--- src/rtl/spi_pkg.sv ---
// Shared definitions for the SPI responder: FSM states, the default idle byte,
// status bit positions and the sck edge selection helpers.
package spi_pkg;

  typedef enum logic {
    ST_IDLE  = 1'b0,
    ST_SHIFT = 1'b1
  } state_e;

  localparam logic [7:0] DEFAULT_IDLE_BYTE = 8'hFF;

  // Bit positions of the status flags inside the status vector.
  localparam int STAT_RX_VALID = 0;
  localparam int STAT_TX_EMPTY = 1;
  localparam int STAT_BUSY     = 2;
  localparam int STAT_OVERRUN  = 3;
  localparam int STAT_W        = 4;

  // The leading edge leaves the idle level: rising when sck idles low.
  function automatic logic lead_is_rise(input logic polarity);
    return ~polarity;
  endfunction

  // With PHASE = 0 mosi is sampled on the leading edge, otherwise on the trailing one.
  function automatic logic sample_on_lead(input logic phase);
    return ~phase;
  endfunction

endpackage

--- src/rtl/spi_sync_edge.sv ---
// Two-flop synchroniser for one asynchronous SPI pin, followed by a history
// flop that yields single-cycle rise/fall strobes in the clk domain.
module spi_sync_edge #(
  parameter logic IDLE = 1'b1
) (
  input  logic clk,
  input  logic reset,
  input  logic din,
  output logic level,
  output logic rise,
  output logic fall
);

  logic sync_p0;
  logic sync_p1;
  logic prev_p2;

  // Synchronise the pin and keep one cycle of history for edge detection.
  always_ff @(posedge clk or posedge reset) begin
    if (reset) begin
      sync_p0 <= IDLE;
      sync_p1 <= IDLE;
      prev_p2 <= IDLE;
    end else begin
      sync_p0 <= din;
      sync_p1 <= sync_p0;
      prev_p2 <= sync_p1;
    end
  end

  assign level = sync_p1;
  assign rise  = sync_p1 & ~prev_p2;
  assign fall  = ~sync_p1 & prev_p2;

endmodule

--- src/rtl/spi_peripheral.sv ---
// SPI responder: oversamples sck/ss/mosi in the system clock domain, shifts
// bytes MSB first and exposes tx holding / rx data registers with status flags.
module spi_peripheral
  import spi_pkg::*;
#(
  parameter logic       POLARITY  = 1'b1,
  parameter logic       PHASE     = 1'b0,
  parameter logic [7:0] IDLE_BYTE = DEFAULT_IDLE_BYTE
) (
  input  logic       clk,
  input  logic       reset,
  input  logic       we,
  input  logic [7:0] spi_di,
  input  logic       rd,
  output logic [7:0] spi_do,
  output logic       rx_valid,
  output logic       overrun,
  output logic       tx_empty,
  output logic       busy,
  input  logic       spi_sck,
  input  logic       spi_ss,
  input  logic       spi_mosi,
  output logic       spi_miso,
  output logic       spi_miso_oe
);

  localparam logic LEAD_RISE = lead_is_rise(POLARITY);
  localparam logic SAMP_LEAD = sample_on_lead(PHASE);

  state_e            state;
  state_e            state_next;
  logic              ss_fall, ss_rise, sck_rise, sck_fall, mosi_level;
  logic              ss_level_unused, sck_level_unused;
  logic [1:0]        mosi_edge_unused;
  logic              lead, trail, samp_edge, out_edge;
  logic              load, sample, complete, shift_out, abort;
  logic [2:0]        bit_cnt;
  logic [7:0]        tx_shift, rx_shift, hold, load_byte, rx_next;
  logic              rx_valid_q, overrun_q, tx_empty_q;
  logic [STAT_W-1:0] status;

  spi_sync_edge #(.IDLE(POLARITY)) u_sync_sck (
    .clk(clk), .reset(reset), .din(spi_sck),
    .level(sck_level_unused), .rise(sck_rise), .fall(sck_fall)
  );

  spi_sync_edge #(.IDLE(1'b1)) u_sync_ss (
    .clk(clk), .reset(reset), .din(spi_ss),
    .level(ss_level_unused), .rise(ss_rise), .fall(ss_fall)
  );

  spi_sync_edge #(.IDLE(1'b1)) u_sync_mosi (
    .clk(clk), .reset(reset), .din(spi_mosi),
    .level(mosi_level), .rise(mosi_edge_unused[0]), .fall(mosi_edge_unused[1])
  );

  assign lead      = LEAD_RISE ? sck_rise : sck_fall;
  assign trail     = LEAD_RISE ? sck_fall : sck_rise;
  assign samp_edge = SAMP_LEAD ? lead : trail;
  assign out_edge  = SAMP_LEAD ? trail : lead;

  assign load_byte = tx_empty_q ? IDLE_BYTE : hold;
  assign rx_next   = {rx_shift[6:0], mosi_level};

  // FSM state register.
  always_ff @(posedge clk or posedge reset) begin
    if (reset) state <= ST_IDLE;
    else       state <= state_next;
  end

  // Next state and per-cycle datapath strobes; ss rising wins over any sck edge.
  always_comb begin
    state_next = state;
    load       = 1'b0;
    sample     = 1'b0;
    complete   = 1'b0;
    shift_out  = 1'b0;
    abort      = 1'b0;
    case (state)
      ST_IDLE: begin
        if (ss_fall) begin
          state_next = ST_SHIFT;
          load       = 1'b1;
        end
      end
      ST_SHIFT: begin
        if (ss_rise) begin
          state_next = ST_IDLE;
          abort      = 1'b1;
        end else begin
          if (samp_edge) begin
            sample = 1'b1;
            if (bit_cnt == 3'd7) begin
              complete = 1'b1;
              load     = 1'b1;
            end
          end
          if (out_edge) shift_out = 1'b1;
        end
      end
      default: state_next = ST_IDLE;
    endcase
  end

  // Bit counter, receive shifter and received-byte flags.
  always_ff @(posedge clk or posedge reset) begin
    if (reset) begin
      bit_cnt    <= 3'd0;
      rx_shift   <= 8'h00;
      spi_do     <= 8'h00;
      rx_valid_q <= 1'b0;
      overrun_q  <= 1'b0;
    end else begin
      if (abort) begin
        bit_cnt <= 3'd0;
      end else if (sample) begin
        bit_cnt  <= bit_cnt + 3'd1;
        rx_shift <= rx_next;
      end
      if (complete) begin
        spi_do     <= rx_next;
        rx_valid_q <= 1'b1;
        if (rx_valid_q && !rd) overrun_q <= 1'b1;
      end else if (rd) begin
        rx_valid_q <= 1'b0;
        overrun_q  <= 1'b0;
      end
    end
  end

  // Holding register, transmit shifter and miso. With PHASE = 0 bit 7 is
  // presented at load, so the trailing edge right after a reload (count 0)
  // must not shift.
  always_ff @(posedge clk or posedge reset) begin
    if (reset) begin
      hold       <= 8'h00;
      tx_empty_q <= 1'b1;
      tx_shift   <= 8'h00;
      spi_miso   <= 1'b1;
    end else begin
      if (load) tx_empty_q <= 1'b1;
      if (we) begin
        hold       <= spi_di;
        tx_empty_q <= 1'b0;
      end
      if (abort) begin
        spi_miso <= 1'b1;
      end else if (load) begin
        tx_shift <= load_byte;
        if (!PHASE) spi_miso <= load_byte[7];
      end else if (shift_out) begin
        if (PHASE) begin
          spi_miso <= tx_shift[7];
          tx_shift <= {tx_shift[6:0], 1'b0};
        end else if (bit_cnt != 3'd0) begin
          spi_miso <= tx_shift[6];
          tx_shift <= {tx_shift[6:0], 1'b0};
        end
      end
    end
  end

  // Gather the flags in their fixed positions.
  always_comb begin
    status                = '0;
    status[STAT_RX_VALID] = rx_valid_q;
    status[STAT_TX_EMPTY] = tx_empty_q;
    status[STAT_BUSY]     = (state == ST_SHIFT);
    status[STAT_OVERRUN]  = overrun_q;
  end

  assign rx_valid    = status[STAT_RX_VALID];
  assign tx_empty    = status[STAT_TX_EMPTY];
  assign busy        = status[STAT_BUSY];
  assign overrun     = status[STAT_OVERRUN];
  assign spi_miso_oe = status[STAT_BUSY];

endmodule

--- config.mk ---
export PLATFORM = sky130hd
export DESIGN_NAME = spi_peripheral
export DESIGN_NICKNAME = d
export VERILOG_FILES = /design/src/rtl/spi_pkg.sv /design/src/rtl/spi_sync_edge.sv /design/src/rtl/spi_peripheral.sv
export SDC_FILE = /design/constraint.sdc
export NUM_CORES = 1
export LEC_CHECK = 0
export ABC_CLOCK_PERIOD_IN_PS = 2700
export CORE_MARGIN = 2
export CORE_UTILIZATION = 45
export DETAILED_ROUTE_END_ITERATION = 12
export HOLD_SLACK_MARGIN = 0.06
export PLACE_DENSITY = 0.68
export SYNTH_ARGS = -nofsm -noshare
export SYNTH_HDL_FRONTEND = slang
export SYNTH_SLANG_ARGS = --single-unit
--- constraint.sdc ---
create_clock -name clk -period 2.7 [get_ports clk]
set_input_delay 0.81 -clock clk [delete_from_list [all_inputs] [get_ports clk]]
set_output_delay 0.81 -clock clk [all_outputs]
set_load 0.02 [all_outputs]
==> flow_metrics.env, run 1 <==
export IMPL_result_of_the_run="completed"
export IMPL_synth_edf_count=0
export IMPL_synth_nets=154
export IMPL_worst_slack_ns=0.247
export IMPL_grt_usage_pct=13.1
export IMPL_die_area_mm2=0.00492
export IMPL_hold_path_class="reg -> reg"
export IMPL_yosysWarnings=0
export IMPL_timing_critical_path_max_delay_family="buffers and inverters"
export IMPL_floorplan_die_width_um=70.1
export IMPL_grt_antenna_before_repair=0
export IMPL_worst_slew_pin_slew_ns=0.677
export IMPL_synth_area_mux_share_pct=18.5
export IMPL_remaining_drc_errors=0
export IMPL_dr_total_vias=1051
export IMPL_synth_ff_latch_count=46
export IMPL_max_cap_violations=0
export IMPL_timing_fmax_mhz=408
export IMPL_timing_setup_critical_path_class="reg -> out"
export IMPL_post_cts_hold_buffer_count=0
export IMPL_crit_arrival_ns=1.64
export IMPL_post_cts_resize_count=0
export IMPL_cp_data_required_time_ns=1.89
export IMPL_ys_async_sr_fraction_pct=100
export IMPL_drt_iter0_drc=44
export IMPL_startpoint_type="register"
export IMPL_insertion_delay_ns=0.29
export IMPL_start_util_pct=45.8
export IMPL_postSynth_topFlopCell="sky130_fd_sc_hd__dfrtp_1"
export IMPL_grt_pass1_wl_um=5020
export IMPL_skew_ns=0.00792
export IMPL_synthXorXnorAreaFrac_pct=0.445
export IMPL_vias_per_cell=4.82
export IMPL_post_synth_inst_count=136
export IMPL_io_pins=29
export IMPL_dominant_combinational_cell_family_by_area_after_synthesis="multiplexers"
export IMPL_h_tree_lvls=2
export IMPL_drive_above_1_share_pct=27.7
export IMPL_finalWeightedCongestion=0.793
export IMPL_synth_compound_gate_area_share_pct=7.82
export IMPL_cts_buffers=5
export IMPL_die_height_um=70.1
export IMPL_timing_final_setup_violations=0
export IMPL_avgSynthCellArea_um2=14.5
export IMPL_synth_distinct_cells=30
export IMPL_totalWireLength_um=2820
export IMPL_tritoncts="done"
export IMPL_detail_route_antenna_nets=0
export IMPL_yosysSeqAreaShare_pct=59.1
export IMPL_floorplan_core_area_mm2=0.00429
export IMPL_fin_crit_ns=2.45
export IMPL_crit_path_top_delay_cell="sky130_fd_sc_hd__clkdlybuf4s50_1"
export IMPL_antenna_cells=0
export IMPL_final_min_period_over_clock_period_pct=90.8
export IMPL_max_rail_drop_vdd_mv=0.428
export IMPL_synthAdderAreaFrac_pct=1.91
export IMPL_worstPathCellList="clkdlybuf4s50_1"
export IMPL_critPathMaxStageDelay_ns=0.72
export IMPL_syn_area_mm2=0.00197
export IMPL_worst_path_max_fanout=10
export IMPL_detail_route_wl_per_cell_um=12.9
export IMPL_synth_simple_gate_area_share_pct=7.25
export IMPL_grt_setup_unrepaired="no"
export IMPL_count_of_clock_tree_sinks=46
export IMPL_placement_io_buffers=28
export IMPL_global_route_overflow_total=0
export IMPL_cellLeakagePower_nw=1.08
export IMPL_grt_max_degree=29
export IMPL_root_buffer="sky130_fd_sc_hd__clkbuf_8"
export IMPL_slew_violations=0
export IMPL_floorplan_rows=24
export IMPL_critical_path_buf_inv_count=1
export IMPL_grt_pass1_vias=1092
export IMPL_setup_tns_ns=0
export IMPL_clkSlewWorstSetupHoldPaths_ns=0.08
export IMPL_dpl_hpwl_um=2100
export IMPL_max_slew_margin_pct=54.6
export IMPL_post_place_worst_slack_ns=0.564
export IMPL_area_delta_synth_final_pct=19.8
export IMPL_end_kind="primary output"
export IMPL_layout_nets=183
export IMPL_postCtsSetupBuffers=0
export IMPL_drt_pre_antenna_iters=4
export IMPL_cts_buffer_depth=2
export IMPL_timing_final_hold_violations=0
export IMPL_powerDensity_mw_per_mm2=684
-- cells in the mapped netlist (all sizes together) (2+ instances only) --
cell / instances / area (um^2)
dfrtp: 36 / 901
mux2: 23 / 304
inv: 11 / 41.3
dfstp: 10 / 263
a21oi: 8 / 40.0
mux2i: 6 / 60.1
nor3: 6 / 30.0
o21ai: 6 / 30.0
buf: 5 / 48.8
nand3: 5 / 30.0
ha: 3 / 37.5
clkbuf: 2 / 7.51
nand2: 2 / 7.51
nor2b: 2 / 12.5
o2111ai: 2 / 35.0
-- through the flow --
stage	util, %	hold WS, ns	power [mW]	std cells	area [um^2]
global route	54.9	0.361	1.71	218	2360
detailed placement	53.0	0.348	1.25	210	2280
floorplan	-	0.345	1.15	136	1970
CTS	54.9	0.359	1.64	218	2360
global placement	53.0	0.347	1.23	210	2280
finish	54.9	0.358	1.61	218	2360
-- layer usage --
layer	GRT usage, %	part of all wire (%)
met2	21.3	48
met5	0	0
met4	5.77	0.82
met3	3.61	5.0
met1	16.5	46
-- layout make-up --
cell class | count | area [um^2]
fillers | 344 | 1940
flip-flops and latches | 46 | 1160
multi-input cells | 72 | 707
repair buffers | 29 | 300
clock buffers | 8 | 80.1
well taps | 52 | 65.1
inverters | 11 | 41.3
-- layout by cell type, fill, tap and decap left out, types with 2 or more instances in the layout --
cell,count
sky130_fd_sc_hd__a21oi_1,8
sky130_fd_sc_hd__clkbuf_1,3
sky130_fd_sc_hd__clkbuf_8,5
sky130_fd_sc_hd__clkdlybuf4s50_1,28
sky130_fd_sc_hd__dfrtp_1,36
sky130_fd_sc_hd__dfstp_2,10
sky130_fd_sc_hd__ha_1,3
sky130_fd_sc_hd__inv_1,10
sky130_fd_sc_hd__mux2_2,10
sky130_fd_sc_hd__mux2_4,12
sky130_fd_sc_hd__mux2i_1,6
sky130_fd_sc_hd__nand2_1,2
sky130_fd_sc_hd__nand3_1,4
sky130_fd_sc_hd__nor2b_1,2
sky130_fd_sc_hd__nor3_1,6
sky130_fd_sc_hd__o21ai_0,5
-- registers in the layout, summed over array words and instances (netlist names), 3 cells and up --
signal    count
bit_cnt       3
hold          8
rx_shift      7
spi_do        8
tx_shift      7
-- final timing paths --
kind | cells after the start | slack [ns] | to | startpoint
worst max-delay path | 1 | 0.25 | busy | busy
worst min-delay path | 0 | 0.36 | u_sync_sck.level | u_sync_sck.sync_p0
worst max register to register | 6 | 0.89 | spi_miso | bit_cnt[1]
worst min register to register | 0 | 0.36 | u_sync_sck.level | u_sync_sck.sync_p0
max in group asynchronous | 3 | 1.26 | u_sync_ss.prev_p2 | reset
min in group asynchronous | 2 | 0.85 | spi_do[6] | reset
-- power breakdown --
group	internal (mW)	switching (mW)
clock network	0.184	0.199
logic	0.179	0.126
registers	0.829	0.0953
total	1.19	0.420
-- cells by family (layout without fill, tap and decap cells) --
group,after synthesis,in the layout
mux,29,29
buf+inv,18,48
xor+xnor,1,1
compound gates,20,20
simple gates,19,19
fa+ha+maj,3,3
flops,46,46
(Power assumes the default switching activity.)
==> run 2, diff against run 1 <==
CORE_UTILIZATION = 57   (was 45)
PLACE_DENSITY = 0.83   (was 0.68)
==> flow_metrics.env, run 2 (synthesized netlist as in run 1, its figures left out) <==
export IMPL_result_of_the_run="completed"
export IMPL_cp_data_required_time_ns=1.89
export IMPL_max_slew_margin_pct=64.2
export IMPL_max_cap_violations=0
export IMPL_crit_arrival_ns=1.69
export IMPL_design_power_total_mw=1.57
export IMPL_setup_tns_ns=0
export IMPL_root_buffer="sky130_fd_sc_hd__clkbuf_4"
export IMPL_grt_pass1_wl_um=5410
export IMPL_io_pins=29
export IMPL_totalWireLength_um=3000
export IMPL_antenna_cells=0
export IMPL_worstPathCellList="clkdlybuf4s50_1"
export IMPL_grt_antenna_before_repair=0
export IMPL_layout_commonest_cell="sky130_fd_sc_hd__dfrtp_1"
export IMPL_grt_usage_pct=18.0
export IMPL_layout_nets=183
export IMPL_die_height_um=62.8
export IMPL_floorplan_rows=21
export IMPL_detail_route_wl_per_cell_um=14.2
export IMPL_layout_top_registers="hold x8, spi_do x8"
export IMPL_endpoint="spi_miso_oe"
export IMPL_dpl_hpwl_um=2130
export IMPL_final_cell_mix="sky130_fd_sc_hd__dfrtp_1, sky130_fd_sc_hd__clkdlybuf4s50_1, sky130_fd_sc_hd__mux2_4"
export IMPL_finalWeightedCongestion=0.727
export IMPL_stdcell_area_mm2=0.00232
export IMPL_timing_critical_path_max_delay_family="buffers and inverters"
export IMPL_cellLeakagePower_nw=1.07
export IMPL_grt_max_degree=47
export IMPL_fin_crit_ns=2.50
export IMPL_timing_setup_critical_path_class="reg -> out"
export IMPL_placement_io_buffers=28
export IMPL_powerDensity_mw_per_mm2=676
export IMPL_post_cts_hold_buffer_count=0
export IMPL_hold_path_class="reg -> reg"
export IMPL_insertion_delay_ns=0.35
export IMPL_clkSlewWorstSetupHoldPaths_ns=0.11
export IMPL_timing_final_hold_violations=0
export IMPL_cp_depth=1
export IMPL_timing_final_setup_violations=0
export IMPL_skew_ns=0.00954
export IMPL_tritoncts="done"
export IMPL_postCtsSetupBuffers=0
export IMPL_end_kind="primary output"
export IMPL_vias_per_cell=5.23
export IMPL_drt_iter0_drc=33
export IMPL_floorplan_die_width_um=62.8
export IMPL_crit_path_start="busy"
export IMPL_utilization_pct=69.4
export IMPL_startpoint_type="register"
export IMPL_h_tree_lvls=2
export IMPL_placed_area_mm2=0.00226
export IMPL_worst_slew_pin_slew_ns=0.537
export IMPL_detail_route_antenna_nets=0
export IMPL_grt_setup_unrepaired="no"
export IMPL_drive_above_1_share_pct=28.9
export IMPL_reg2reg_setup_slack_ns=0.89
export IMPL_count_of_clock_tree_sinks=46
export IMPL_slew_violations=0
export IMPL_global_route_overflow_total=0
export IMPL_regToRegStartpoint="bit_cnt[1]"
export IMPL_worst_path_max_fanout=10
export IMPL_cts_buffers=5
export IMPL_post_cts_resize_count=0
export IMPL_floorplan_core_area_mm2=0.00334
export IMPL_num_fill_cells=250
export IMPL_critical_path_buf_inv_count=1
export IMPL_critPathMaxStageDelay_ns=0.70
export IMPL_worstReg2RegEnd="spi_miso"
export IMPL_drt_pre_antenna_iters=4
export IMPL_remaining_drc_errors=0
export IMPL_cts_buffer_depth=2
export IMPL_dr_total_vias=1108
export IMPL_start_util_pct=59.0
export IMPL_max_rail_drop_vdd_mv=0.411
export IMPL_die_area_mm2=0.00394
export IMPL_final_min_period_over_clock_period_pct=92.7
export IMPL_grt_pass1_vias=1185
export IMPL_area_delta_synth_final_pct=17.7
export IMPL_timing_fmax_mhz=399
export IMPL_crit_path_top_delay_cell="sky130_fd_sc_hd__clkdlybuf4s50_1"
export IMPL_worstRegToRegCells=6
==> run 2: area by class of cell <==
type / count / area (um^2) / share of cell area (%)
multi-input combinational: 72 / 707 / 30.5
sequential: 46 / 1160 / 50.2
clock inverter: 1 / 5.00 / 0.216
timing repair buffer: 29 / 288 / 12.4
clock buffer: 7 / 55.1 / 2.38
inverter: 11 / 41.3 / 1.78
tap: 46 / 57.6 / 2.48
==> run 2: per-layer routing <==
layer / wire, um / part of all wire, % / track usage [%] / vias to the layer above
li1: - / - / - / 522
met2: 1510 / 50 / 30.1 / 28
met3: 112 / 3.7 / 3.96 / 10
met1: 1290 / 43 / 21.2 / 548
met5: 0 / 0 / 0 / -
met4: 86 / 2.9 / 10.8 / 0
==> run 2: worst min-delay path by stage <==
| stage | end | start | slack (ns) | depth (start not counted) |
|---|---|---|---|---|
| final | u_sync_ss.level | u_sync_ss.sync_p0 | 0.36 | 0 |
| after CTS | u_sync_ss.level | u_sync_ss.sync_p0 | 0.36 | 0 |
| after detailed placement | u_sync_ss.level | u_sync_ss.sync_p0 | 0.35 | 0 |
| after floorplan | u_sync_mosi.level | u_sync_mosi.sync_p0 | 0.35 | 0 |
| after global placement | u_sync_sck.level | u_sync_sck.sync_p0 | 0.35 | 0 |
| after global routing | u_sync_sck.level | u_sync_sck.sync_p0 | 0.37 | 0 |
==> run 2: metrics by stage <==
| stage | std cells | worst slack [ns] | hold WS (ns) |
|---|---|---|---|
| 2_1_floorplan | 136 | 0.819 | 0.345 |
| 3_3_place_gp | 204 | 0.613 | 0.346 |
| 3_5_place_dp | 204 | 0.586 | 0.348 |
| 4_1_cts | 212 | 0.180 | 0.365 |
| 5_1_grt | 212 | 0.127 | 0.372 |
| 6_report | 212 | 0.196 | 0.364 |
==> run 2: report_power, final <==
part	leakage [nW]	internal, mW	switching, mW
sequential	0.555	0.828	0.0983
clock	0.0353	0.126	0.200
combinational	0.478	0.177	0.135
total	1.07	1.13	0.434
==> run 3, diff against run 2 <==
CORE_MARGIN = unset   (was 2)
==> flow_metrics.env, run 3 (synthesized netlist as in run 1, its figures left out) <==
export IMPL_drive_above_1_share_pct=28.9
export IMPL_count_of_clock_tree_sinks=46
export IMPL_drt_pre_antenna_iters=4
export IMPL_max_slew_margin_pct=52.2
export IMPL_layout_nets=183
export IMPL_layout_top_registers="hold x8, spi_do x8"
export IMPL_detail_route_antenna_nets=0
export IMPL_detail_route_wl_per_cell_um=14.9
export IMPL_worst_hold_slack_after_final_layout_ns=0.349
export IMPL_timing_final_setup_violations=0
export IMPL_floorplan_die_width_um=60.8
export IMPL_timing_setup_critical_path_class="reg -> out"
export IMPL_totalWireLength_um=3120
export IMPL_end_kind="primary output"
export IMPL_crit_path_start="busy"
export IMPL_timing_fmax_mhz=396
export IMPL_hold_path_class="reg -> reg"
export IMPL_startpoint_type="register"
export IMPL_cts_buffer_depth=2
export IMPL_final_min_period_over_clock_period_pct=93.6
export IMPL_grt_max_degree=28
export IMPL_crit_arrival_ns=1.72
export IMPL_antenna_cells=0
export IMPL_fin_crit_ns=2.53
export IMPL_remaining_drc_errors=0
export IMPL_switching_power_mw=0.439
export IMPL_post_cts_resize_count=0
export IMPL_clkSlewWorstSetupHoldPaths_ns=0.13
export IMPL_die_area_mm2=0.00369
export IMPL_regToRegStartpoint="bit_cnt[1]"
export IMPL_tritoncts="done"
export IMPL_floorplan_rows=20
export IMPL_skew_ns=0.0146
export IMPL_clock_power_share_pct=20.9
export IMPL_critical_path_buf_inv_count=1
export IMPL_io_pins=29
export IMPL_final_cell_mix="sky130_fd_sc_hd__dfrtp_1, sky130_fd_sc_hd__clkdlybuf4s50_1, sky130_fd_sc_hd__mux2_4"
export IMPL_critPathMaxStageDelay_ns=0.70
export IMPL_die_height_um=60.8
export IMPL_crit_path_top_delay_cell="sky130_fd_sc_hd__clkdlybuf4s50_1"
export IMPL_worst_path_max_fanout=10
export IMPL_dr_total_vias=1119
export IMPL_start_util_pct=62.4
export IMPL_dpl_hpwl_um=2310
export IMPL_result_of_the_run="completed"
export IMPL_cts_buffers=5
export IMPL_timing_critical_path_max_delay_family="buffers and inverters"
export IMPL_cellLeakagePower_nw=1.07
export IMPL_netSwitchingFraction_pct=27.9
export IMPL_floorplan_core_area_mm2=0.00315
export IMPL_post_place_worst_slack_ns=0.572
export IMPL_grt_setup_unrepaired="no"
export IMPL_setup_tns_ns=0
export IMPL_layout_commonest_cell="sky130_fd_sc_hd__dfrtp_1"
export IMPL_min_from="u_sync_mosi.sync_p0"
export IMPL_grt_usage_pct=19.4
export IMPL_area_delta_synth_final_pct=18.2
export IMPL_vias_per_cell=5.33
export IMPL_timing_final_hold_violations=0
export IMPL_power_sequential_fraction_pct=58.8
export IMPL_intPower_mw=1.14
export IMPL_h_tree_lvls=2
export IMPL_grt_pass1_wl_um=4920
export IMPL_grt_antenna_before_repair=0
export IMPL_drt_iter0_drc=20
export IMPL_worstPathCellList="clkdlybuf4s50_1"
export IMPL_postCtsSetupBuffers=0
export IMPL_placement_io_buffers=28
export IMPL_worst_slack_ns=0.174
export IMPL_combinationalPowerShare_pct=20.2
export IMPL_global_route_overflow_total=0
export IMPL_finalWeightedCongestion=0.726
export IMPL_worst_slew_pin_slew_ns=0.713
export IMPL_cp_data_required_time_ns=1.89
export IMPL_insertion_delay_ns=0.36
export IMPL_powerDensity_mw_per_mm2=676
export IMPL_grt_pass1_vias=1072
export IMPL_post_cts_hold_buffer_count=0
export IMPL_slew_violations=0
export IMPL_max_cap_violations=0
export IMPL_root_buffer="sky130_fd_sc_hd__clkbuf_4"
export IMPL_max_rail_drop_vdd_mv=0.404
-- run 3: changes by cell type in the layout (fill, tap and decap cells not counted) --
| cell | delta |
|---|---|
| sky130_fd_sc_hd__buf_12 | +1 |
| sky130_fd_sc_hd__buf_4 | -1 |
-- run 3: final timing paths --
kind                                 endpoint  slack (ns)  cells past startpoint
max                                      busy        0.17                      1
min                         u_sync_mosi.level        0.35                      0
max in group asynchronous  u_sync_sck.prev_p2        1.34                      3
max reg2reg                          spi_miso        0.80                      6
min reg2reg                 u_sync_mosi.level        0.35                      0
min in group asynchronous           spi_do[1]        0.77                      2
-- run 3: power by group through the flow --
stage	registers, mW	clock network (mW)	logic (mW)
final	0.926	0.330	0.318
after global routing	0.942	0.367	0.348
after CTS	0.929	0.338	0.323
after detailed placement	0.942	0	0.322
after global placement	0.926	0	0.299
after floorplan	0.915	0	0.236
-- run 3: per-stage QoR --
stage / power [mW] / instances / area, um^2 / util [%]
after floorplan: 1.15 / 136 / 1970 / -
after global placement: 1.22 / 202 / 2270 / 71.9
after detailed placement: 1.26 / 202 / 2270 / 71.9
after CTS: 1.59 / 210 / 2330 / 73.8
after global routing: 1.66 / 210 / 2330 / 73.8
final: 1.57 / 210 / 2330 / 73.8
-- run 3: worst register-to-register path, cell delays in order (launching register included) --
cell and delay, ns:
sky130_fd_sc_hd__dfrtp_1 0.43, sky130_fd_sc_hd__ha_1 0.21, sky130_fd_sc_hd__ha_1 0.21, sky130_fd_sc_hd__and3b_4 0.22, sky130_fd_sc_hd__a31oi_4 0.43, sky130_fd_sc_hd__o21bai_1 0.19
sky130_fd_sc_hd__o2111ai_1 0.13
-- run 3: layout make-up --
class / instances / area, um^2
clock inverters: 1 / 5.00
multi-input cells: 72 / 707
clock buffers: 7 / 55.1
inverters: 11 / 41.3
flip-flops and latches: 46 / 1160
repair buffers: 29 / 300
well taps: 44 / 55.1
fillers: 232 / 826
-- run 3: routing by layer --
layer / track usage (%) / routed length (um)
met1: 21.1 / 1280
met4: 8.77 / 53
met2: 33.9 / 1680
met3: 7.04 / 112
met5: 0 / 0
